==> config.mk <==
export PLATFORM = sky130hd
export DESIGN_NAME = strive_hkspi
export DESIGN_NICKNAME = d
export VERILOG_FILES = /design/src/rtl/strive_hkspi_pkg.sv /design/src/rtl/hkspi_sync_edge.sv /design/src/rtl/strive_hkspi.sv
export SDC_FILE = /design/constraint.sdc
export NUM_CORES = 1
export LEC_CHECK = 0
export CAP_MARGIN = 0
export CORE_ASPECT_RATIO = 0.6
export CORE_UTILIZATION = 62
export CTS_BUF_LIST = sky130_fd_sc_hd__clkbuf_8 sky130_fd_sc_hd__clkbuf_16
export CTS_CLUSTER_SIZE = 16
export DETAILED_ROUTE_END_ITERATION = 16
export DONT_BUFFER_PORTS = 1
export HOLD_SLACK_MARGIN = 0.05
export PLACE_DENSITY = 0.78
export SKIP_CTS_REPAIR_TIMING = 1
export SLEW_MARGIN = 40
export SYNTH_ARGS = -nofsm -noshare
export SYNTH_HDL_FRONTEND = slang
export SYNTH_HIERARCHICAL = 1
export SYNTH_SLANG_ARGS = --single-unit
==> constraint.sdc <==
create_clock -name clk -period 2.1 [get_ports clk]
set_input_delay 0.315 -clock clk [delete_from_list [all_inputs] [get_ports clk]]
set_output_delay 0.315 -clock clk [all_outputs]
set_load 0.05 [all_outputs]
==> src/rtl/strive_hkspi_pkg.sv <==
// Shared definitions for the striVe housekeeping SPI slave: command codes,
// register addresses, FSM state and transfer-mode encodings.
// Optional build macro: HKSPI_RDWR_EN enables the 0xC0 read-write stream.
package strive_hkspi_pkg;

    // Command byte values
    localparam logic [7:0] CMD_READ  = 8'h40;
    localparam logic [7:0] CMD_WRITE = 8'h80;
    localparam logic [7:0] CMD_RDWR  = 8'hC0;

    // Register map addresses
    localparam logic [7:0] ADDR_RSVD     = 8'd0;
    localparam logic [7:0] ADDR_MFGR_HI  = 8'd1;
    localparam logic [7:0] ADDR_MFGR_LO  = 8'd2;
    localparam logic [7:0] ADDR_PROD     = 8'd3;
    localparam logic [7:0] ADDR_PLL_CTRL = 8'd4;
    localparam logic [7:0] ADDR_PLL_BYP  = 8'd5;
    localparam logic [7:0] ADDR_IRQ      = 8'd6;
    localparam logic [7:0] ADDR_EXT_RST  = 8'd7;
    localparam logic [7:0] ADDR_TRAP     = 8'd8;

    typedef enum logic [1:0] {
        ST_IDLE,
        ST_CMD,
        ST_ADDR,
        ST_DATA
    } state_e;

    // What the DATA phase of the current frame does
    typedef enum logic [1:0] {
        MODE_NONE,
        MODE_READ,
        MODE_WRITE,
        MODE_RDWR
    } mode_e;

    function automatic mode_e decode_cmd(input logic [7:0] cmd);
        mode_e m;
        m = MODE_NONE;
        case (cmd)
            CMD_READ:  m = MODE_READ;
            CMD_WRITE: m = MODE_WRITE;
`ifdef HKSPI_RDWR_EN
            CMD_RDWR:  m = MODE_RDWR;
`else
            CMD_RDWR:  m = MODE_NONE;
`endif
            default:   m = MODE_NONE;
        endcase
        return m;
    endfunction

    function automatic logic mode_reads(input mode_e m);
        return (m == MODE_READ) || (m == MODE_RDWR);
    endfunction

    function automatic logic mode_writes(input mode_e m);
        return (m == MODE_WRITE) || (m == MODE_RDWR);
    endfunction

endpackage

==> src/rtl/hkspi_sync_edge.sv <==
// Two-flop synchroniser for asynchronous pad inputs, followed by a delay
// stage that yields single-cycle rise/fall pulses of the synchronised value.
module hkspi_sync_edge #(
    parameter int               WIDTH     = 1,
    parameter logic [WIDTH-1:0] RESET_VAL = '0
) (
    input  logic             clk_i,
    input  logic             reset_i,
    input  logic [WIDTH-1:0] d_i,
    output logic [WIDTH-1:0] q_o,
    output logic [WIDTH-1:0] rise_o,
    output logic [WIDTH-1:0] fall_o
);

    logic [WIDTH-1:0] meta_q;
    logic [WIDTH-1:0] sync_q;
    logic [WIDTH-1:0] dly_q;

    // Synchroniser chain plus one delay stage for edge detection
    always_ff @(posedge clk_i) begin
        // NOTE: flops use non-blocking assignments so every stage samples the
        // previous stage's old value; blocking here would collapse the chain.
        if (reset_i) begin
            meta_q <= RESET_VAL;
            sync_q <= RESET_VAL;
            dly_q  <= RESET_VAL;
        end else begin
            meta_q <= d_i;
            sync_q <= meta_q;
            dly_q  <= sync_q;
        end
    end

    assign q_o    = sync_q;
    assign rise_o = sync_q & ~dly_q;
    assign fall_o = ~sync_q & dly_q;

endmodule

==> src/rtl/strive_hkspi.sv <==
// striVe housekeeping SPI slave (mode 0, pins oversampled on clk).
// Frame: command byte, address byte, then a stream of data bytes with
// auto-incrementing address. Build macro HKSPI_RDWR_EN adds the 0xC0
// read-write stream; without it 0xC0 is an unknown command.
module strive_hkspi
    import strive_hkspi_pkg::*;
#(
    parameter logic [11:0] MFGR_ID       = 12'h456,
    parameter logic [7:0]  PROD_ID       = 8'h05,
    parameter logic [7:0]  PLL_CTRL_INIT = 8'h07,
    parameter logic [7:0]  PLL_BYP_INIT  = 8'h01
) (
    input  logic       clk,
    input  logic       reset,
    input  logic       csb,
    input  logic       sck,
    input  logic       sdi,
    output logic       sdo,
    output logic       sdo_oe,
    input  logic       trap,
    output logic [7:0] pll_ctrl,
    output logic       pll_bypass,
    output logic       irq_req,
    output logic       ext_reset
);

    logic sck_rise, sck_fall;
    logic csb_s, sdi_s;

    hkspi_sync_edge #(.WIDTH(1), .RESET_VAL(1'b0)) u_sync_sck (
        .clk_i   (clk),
        .reset_i (reset),
        .d_i     (sck),
        .q_o     (),
        .rise_o  (sck_rise),
        .fall_o  (sck_fall)
    );

    // csb idles high so its synchroniser resets high
    hkspi_sync_edge #(.WIDTH(2), .RESET_VAL(2'b10)) u_sync_csb_sdi (
        .clk_i   (clk),
        .reset_i (reset),
        .d_i     ({csb, sdi}),
        .q_o     ({csb_s, sdi_s}),
        .rise_o  (),
        .fall_o  ()
    );

    state_e     state_q, state_d;
    mode_e      mode_q, mode_d;
    logic [2:0] bit_cnt_q, bit_cnt_d;
    logic [7:0] addr_q, addr_d;
    logic [6:0] rx_q, rx_d;
    logic [7:0] tx_q, tx_d;
    logic [7:0] pll_ctrl_q, pll_ctrl_d;
    logic       pll_byp_q, pll_byp_d;
    logic       irq_q, irq_d;
    logic       ext_rst_q, ext_rst_d;

    logic [7:0] rx_byte;
    logic [7:0] rd_data;

    // Byte as it stands once the bit on the current sck rise is shifted in
    assign rx_byte = {rx_q, sdi_s};

    // Register file read mux
    always_comb begin
        rd_data = 8'h00;
        case (addr_q)
            ADDR_RSVD:     rd_data = 8'h00;
            ADDR_MFGR_HI:  rd_data = {4'h0, MFGR_ID[11:8]};
            ADDR_MFGR_LO:  rd_data = MFGR_ID[7:0];
            ADDR_PROD:     rd_data = PROD_ID;
            ADDR_PLL_CTRL: rd_data = pll_ctrl_q;
            ADDR_PLL_BYP:  rd_data = {7'b0, pll_byp_q};
            ADDR_IRQ:      rd_data = {7'b0, irq_q};
            ADDR_EXT_RST:  rd_data = {7'b0, ext_rst_q};
            ADDR_TRAP:     rd_data = {7'b0, trap};
            default:       rd_data = 8'h00;
        endcase
    end

    // Frame FSM, bit shifting and register writes
    always_comb begin
        // NOTE: every next-state value defaults to its current value first so
        // no path through the branches below can infer a latch.
        state_d    = state_q;
        mode_d     = mode_q;
        bit_cnt_d  = bit_cnt_q;
        addr_d     = addr_q;
        rx_d       = rx_q;
        tx_d       = tx_q;
        pll_ctrl_d = pll_ctrl_q;
        pll_byp_d  = pll_byp_q;
        irq_d      = irq_q;
        ext_rst_d  = ext_rst_q;

        if (csb_s) begin
            // Deselected: abort the frame; a partial byte is simply dropped
            state_d   = ST_IDLE;
            mode_d    = MODE_NONE;
            bit_cnt_d = 3'd0;
            tx_d      = 8'h00;
        end else if (state_q == ST_IDLE) begin
            state_d = ST_CMD;
        end else begin
            if (sck_rise) begin
                rx_d      = rx_byte[6:0];
                bit_cnt_d = bit_cnt_q + 3'd1;
                if (bit_cnt_q == 3'd7) begin
                    case (state_q)
                        ST_CMD: begin
                            mode_d  = decode_cmd(rx_byte);
                            state_d = ST_ADDR;
                        end
                        ST_ADDR: begin
                            addr_d  = rx_byte;
                            state_d = ST_DATA;
                        end
                        ST_DATA: begin
                            if (mode_writes(mode_q)) begin
                                case (addr_q)
                                    ADDR_PLL_CTRL: pll_ctrl_d = rx_byte;
                                    ADDR_PLL_BYP:  pll_byp_d  = rx_byte[0];
                                    ADDR_IRQ:      irq_d      = rx_byte[0];
                                    ADDR_EXT_RST:  ext_rst_d  = rx_byte[0];
                                    default:       ;
                                endcase
                            end
                            addr_d = addr_q + 8'd1;
                        end
                        default: ;
                    endcase
                end
            end
            // On a byte boundary the fall loads the (already advanced) register;
            // otherwise it shifts the next bit out.
            if (sck_fall && (state_q == ST_DATA) && mode_reads(mode_q)) begin
                if (bit_cnt_q == 3'd0) begin
                    tx_d = rd_data;
                end else begin
                    tx_d = {tx_q[6:0], 1'b0};
                end
            end
        end
    end

    // State and register file flops
    always_ff @(posedge clk) begin
        // NOTE: shift registers are reset along with control state so sdo is
        // defined immediately after reset, not just after the first frame.
        if (reset) begin
            state_q    <= ST_IDLE;
            mode_q     <= MODE_NONE;
            bit_cnt_q  <= 3'd0;
            addr_q     <= 8'h00;
            rx_q       <= 7'h00;
            tx_q       <= 8'h00;
            pll_ctrl_q <= PLL_CTRL_INIT;
            pll_byp_q  <= PLL_BYP_INIT[0];
            irq_q      <= 1'b0;
            ext_rst_q  <= 1'b0;
        end else begin
            state_q    <= state_d;
            mode_q     <= mode_d;
            bit_cnt_q  <= bit_cnt_d;
            addr_q     <= addr_d;
            rx_q       <= rx_d;
            tx_q       <= tx_d;
            pll_ctrl_q <= pll_ctrl_d;
            pll_byp_q  <= pll_byp_d;
            irq_q      <= irq_d;
            ext_rst_q  <= ext_rst_d;
        end
    end

    assign sdo_oe     = (state_q == ST_DATA) && mode_reads(mode_q);
    assign sdo        = sdo_oe & tx_q[7];
    assign pll_ctrl   = pll_ctrl_q;
    assign pll_bypass = pll_byp_q;
    assign irq_req    = irq_q;
    assign ext_reset  = ext_rst_q;

endmodule

# == Word-level counts from Yosys, hierarchy flattened ==
# Cells that the tools add are included.
# word_totals
ff_bits,48
input_bits,6
# classes
addsub,2
n_mux,8
n_reduce_logical,25
n_eq_ne,17
bitwise_logic,7
# op_table
cell,count
$pmux W8 S8,1
$eq A8 B3 Y1 const B,4
$reduce_and A7 Y1,4
$eq A8 B2 Y1 const B,2
$pmux W8 S2,1
$reduce_and A3 Y1,3
$add A8 B1 Y8 const B,1
$eq A2 B2 Y1 const B,4
$eq A8 B1 Y1 const B,1
$eq A8 B4 Y1 const B,1
$eq A8 B7 Y1 const B,1
$eq A8 B8 Y1 const B,1
$mux W8,1
$pmux W2 S2,2
$reduce_bool A2 Y1,4
$reduce_and A5 Y1,1
$eq A2 B1 Y1 const B,2
$not A1 Y1,4
$reduce_and A2 Y1,2
$reduce_and A4 Y1,1
$add A3 B1 Y3 const B,1
$and A1 B1 Y1,3
$eq A3 B3 Y1 const B,1
$logic_and A1 B1 Y1,3
7 further kinds,10

# == Logic depth before layout (Yosys ltp) ==
# depth
word_depth,5
ltp_mapped,8
depth_no_buf,6

# == Modules after synthesis ==
# The synthesis kept the hierarchy.
# by_module_without_submodules
mod,cells_each,area_per_inst_um2,n_inst
strive_hkspi,250,2177.1,1
hkspi_sync_edge (u_sync_csb_sdi),16,182.7,1
hkspi_sync_edge (u_sync_sck),8,91.3,1

# == Least setup slack after synthesis ==
# No wires, ideal clock.
# synth_path
path_type,register to register
start,register bit_cnt_q[0]
end,register pll_ctrl_q[0] (netlist: pll_ctrl[0])
arrival_time_ps,1678
slack_ps,302
required_time_ps,1980
n_path_buf,2
stages_incl_launch_ff,8
path_cell_list,dfxtp_1 -> ha_1 -> ha_1 -> and3b_1 -> buf_2 -> and4b_1 -> buf_6 -> a211o_2
# synth_via
elab_chain_cells,2
# synth_rtl
element,line,source
from (decl),strive_hkspi.sv:51,"logic [2:0] bit_cnt_q, bit_cnt_d;"
from (signal assigned),strive_hkspi.sv:166,bit_cnt_q <= bit_cnt_d;
$eq A3 B3 Y1,strive_hkspi.sv:110,if (bit_cnt_q == 3'd7) begin
$reduce_and A7 Y1 (no source line),--,
to (signal assigned),strive_hkspi.sv:170,pll_ctrl_q <= pll_ctrl_d;
to (decl),strive_hkspi.sv:55,"logic [7:0] pll_ctrl_q, pll_ctrl_d;"
# Every way passes these cells.
# A chain may end at the register's enable or synchronous reset.

# == Final worst setup path ==
# layout_path
start,register state_q[0]
end,register pll_ctrl_q[6] (netlist: pll_ctrl[6])
# layout_via
elab_chain_cells,3
elab_cells_between_ends,4
classes_between,1 x eq/ne; 1 x bitwise; 2 x reduce/logical
# layout_rtl
element,line,source
from (decl),strive_hkspi.sv:49,"state_e state_q, state_d;"
from (signal assigned),strive_hkspi.sv:164,state_q <= state_d;
$logic_not A2 Y1,strive_hkspi.sv:104,end else if (state_q == ST_IDLE) begin
$not A1 Y1 (no source line),--,
$reduce_and A7 Y1 (no source line) (*),--,
# Every way passes the cells marked *; elsewhere a longest branch is shown, timed or not.

==> summary.txt <==
Status
  • Status: completed

Final layout
  • Footprint of the multi-input gates: 1320 um^2
  • FF/Latch Area: 961 um^2
  • Layout cells sized above 1: 0.103
  • Antenna diode count: 0
  • Fillers: 268
  • Area Overhead vs Synth: 6.85%
  • Utilization after layout: 0.737
  • Nets@finish: 288

Clock network
  • TritonCTS clock tree: built
  • Clk slew on worst S/H paths: 80 ps
  • Worst skew pair latency: 300 ps
  • Clock tree root driver cell: clkbuf_8
  • CTS Buf Count: 5
  • Clock Sinks: 48
  • CTS H-tree lvls: 2
  • Clock Path Buffers: 2

STA
  • Tmin final: 1960 ps
  • Slew Limit Headroom: 0.596
  • Worst Tran Pin Value: 605 ps
  • TNS Setup: 0 ps
  • # setup viols final: 0
  • Clk_skew: 6.29 ps
  • RSZ-0062 raised after global routing: false
  • F_max: 511 MHz
  • Max Slew Vio Count: 0
  • Tcrit/Tclk final: 0.931
  • Final WS setup: 145 ps
  • Final Hold Vio Count: 0

GRT
  • GRT overflow: 0
  • GR Util All Layers: 0.280
  • Largest net degree at the start of global routing: 38
  • Vias in the first global route: 1,694
  • Global-route wire length before repair: 8410 um
  • Initial antenna violation count: 0

Drt
  • Via count: 1,911
  • Mean routed wirelength per cell: 16.2 um
  • Detail Route Antenna Nets: 0
  • Routed vias/inst: 6.05
  • Initial DRC count: 104
  • WL final: 5110 um
  • Drt pass-1 iters: 4
  • DRC: 0

Yosys
  • Post-synthesis area per instance: 8.92 um^2
  • Post-Syn Instances: 266
  • Ys Warns: 6
  • Cell Area, Synth: 2370 um^2
  • Net Count, Synth: 283

Setup path
  • Kind of critical path: flip-flop to flip-flop
  • Worst r2r src: state_q[0]$_SDFFE_PP0P_
  • Critical Path Source Type: flip-flop
  • Worst-path maximum fanout: 7
  • Critical Path Start: state_q[0]$_SDFFE_PP0P_
  • CP endpoint kind: flip-flop
  • Worst endpoint data arrival time: 2160 ps
  • Worst path required time: 2300 ps

Floorplanning
  • Num rows: 16
  • Die Y: 49.9 um
  • Ports: 19
  • Die area: 4090 um^2
  • Core area: 3440 um^2
  • DIE WIDTH: 81.9 um
  • Initial Util: 0.689

Power
  • Leak pwr: 0.954 nW
  • Peak supply drop: 530 uV
  • Pwr per Cell Area: 578 nW/um^2

Placement
  • Placement Setup Slack: 179 ps
  • Port-buffer cells: 0
  • DP Wirelength: 3670 um
  • Routability cong.: 0.871

Worst hold path
  • Hold Crit Class: input port to flip-flop
  • Hold Crit Start: reset

Flow run
  • Max-cap violations: 0
-- stage by stage --
step / power [mW] / instance area (um^2) / std cells / hold slack [ps]
after floorplan: 0.959 / 2370 / 266 / 383
after global routing: 1.51 / 2540 / 316 / 50.6
after CTS: 1.47 / 2530 / 315 / 59.2
final: 1.47 / 2540 / 316 / 68.3
after detailed placement: 0.957 / 2440 / 308 / 390
after global placement: 0.956 / 2440 / 308 / 386
-- layer usage --
metal / share of wire / GRT usage / vias up
li1: - / - / 951
met1: 0.51 / 0.426 / 897
met2: 0.41 / 0.382 / 61
met3: 0.078 / 0.0907 / 2
met4: 0.0027 / 0.0497 / 0
met5: 0 / 0 / -
-- power breakdown --
part | leakage (nW) | switching, mW | internal, mW
clock | 0.0400 | 0.303 | 0.226
sequential | 0.388 | 0.00480 | 0.916
combinational | 0.526 | 0.00771 | 0.00905
total | 0.954 | 0.315 | 1.15
-- worst max-delay path: stages, from the launching register on --
cell and delay (ps):
dfxtp_1 380, inv_1 90, ha_1 270, and3b_1 260, and4b_1 360, buf_4 220, mux2i_1 220, nor2_1 50
-- registers in the layout, indices dropped and copies added, names as in the netlist, 3 cells and up --
name,flops
tx_q,8
addr_q,8
rx_q,7
pll_ctrl,8
bit_cnt_q,3
-- path summary, 6_finish.rpt --
kind                                         endpoint  slack [ps]  cells past startpoint
setup / recovery             pll_ctrl[6]$_SDFFE_PP0P_         140                      7
hold / removal    u_sync_csb_sdi/meta_q[0]$_SDFF_PP0_          70                      1
setup reg to reg             pll_ctrl[6]$_SDFFE_PP0P_         140                      7
hold reg to reg      u_sync_csb_sdi/q_o[1]$_SDFF_PP1_         420                      1
-- layout make-up --
| class | count | area share |
|---|---|---|
| multi-input combinational | 196 | 0.519 |
| sequential | 48 | 0.379 |
| timing repair buffer | 12 | 0.0365 |
| clock buffer | 5 | 0.0271 |
| tap | 45 | 0.0222 |
| inverter | 8 | 0.0118 |
| clock inverter | 2 | 0.00493 |
-- cells in the final DEF (no fill, tap or decap), types with 3 or more instances in the layout --
master / count
a221oi_1: 5
buf_4: 11
and3b_1: 3
and3_1: 6
o21ai_0: 18
nor2_1: 30
clkbuf_8: 5
nand2b_1: 5
nand3_1: 8
inv_1: 8
nor3_1: 4
nand2_1: 12
dfxtp_1: 48
ha_1: 11
mux2i_1: 15
nand4_1: 4
and2_1: 4
a21oi_1: 18
nor2b_1: 13
a211o_1: 3
(Power assumes the default switching activity.)
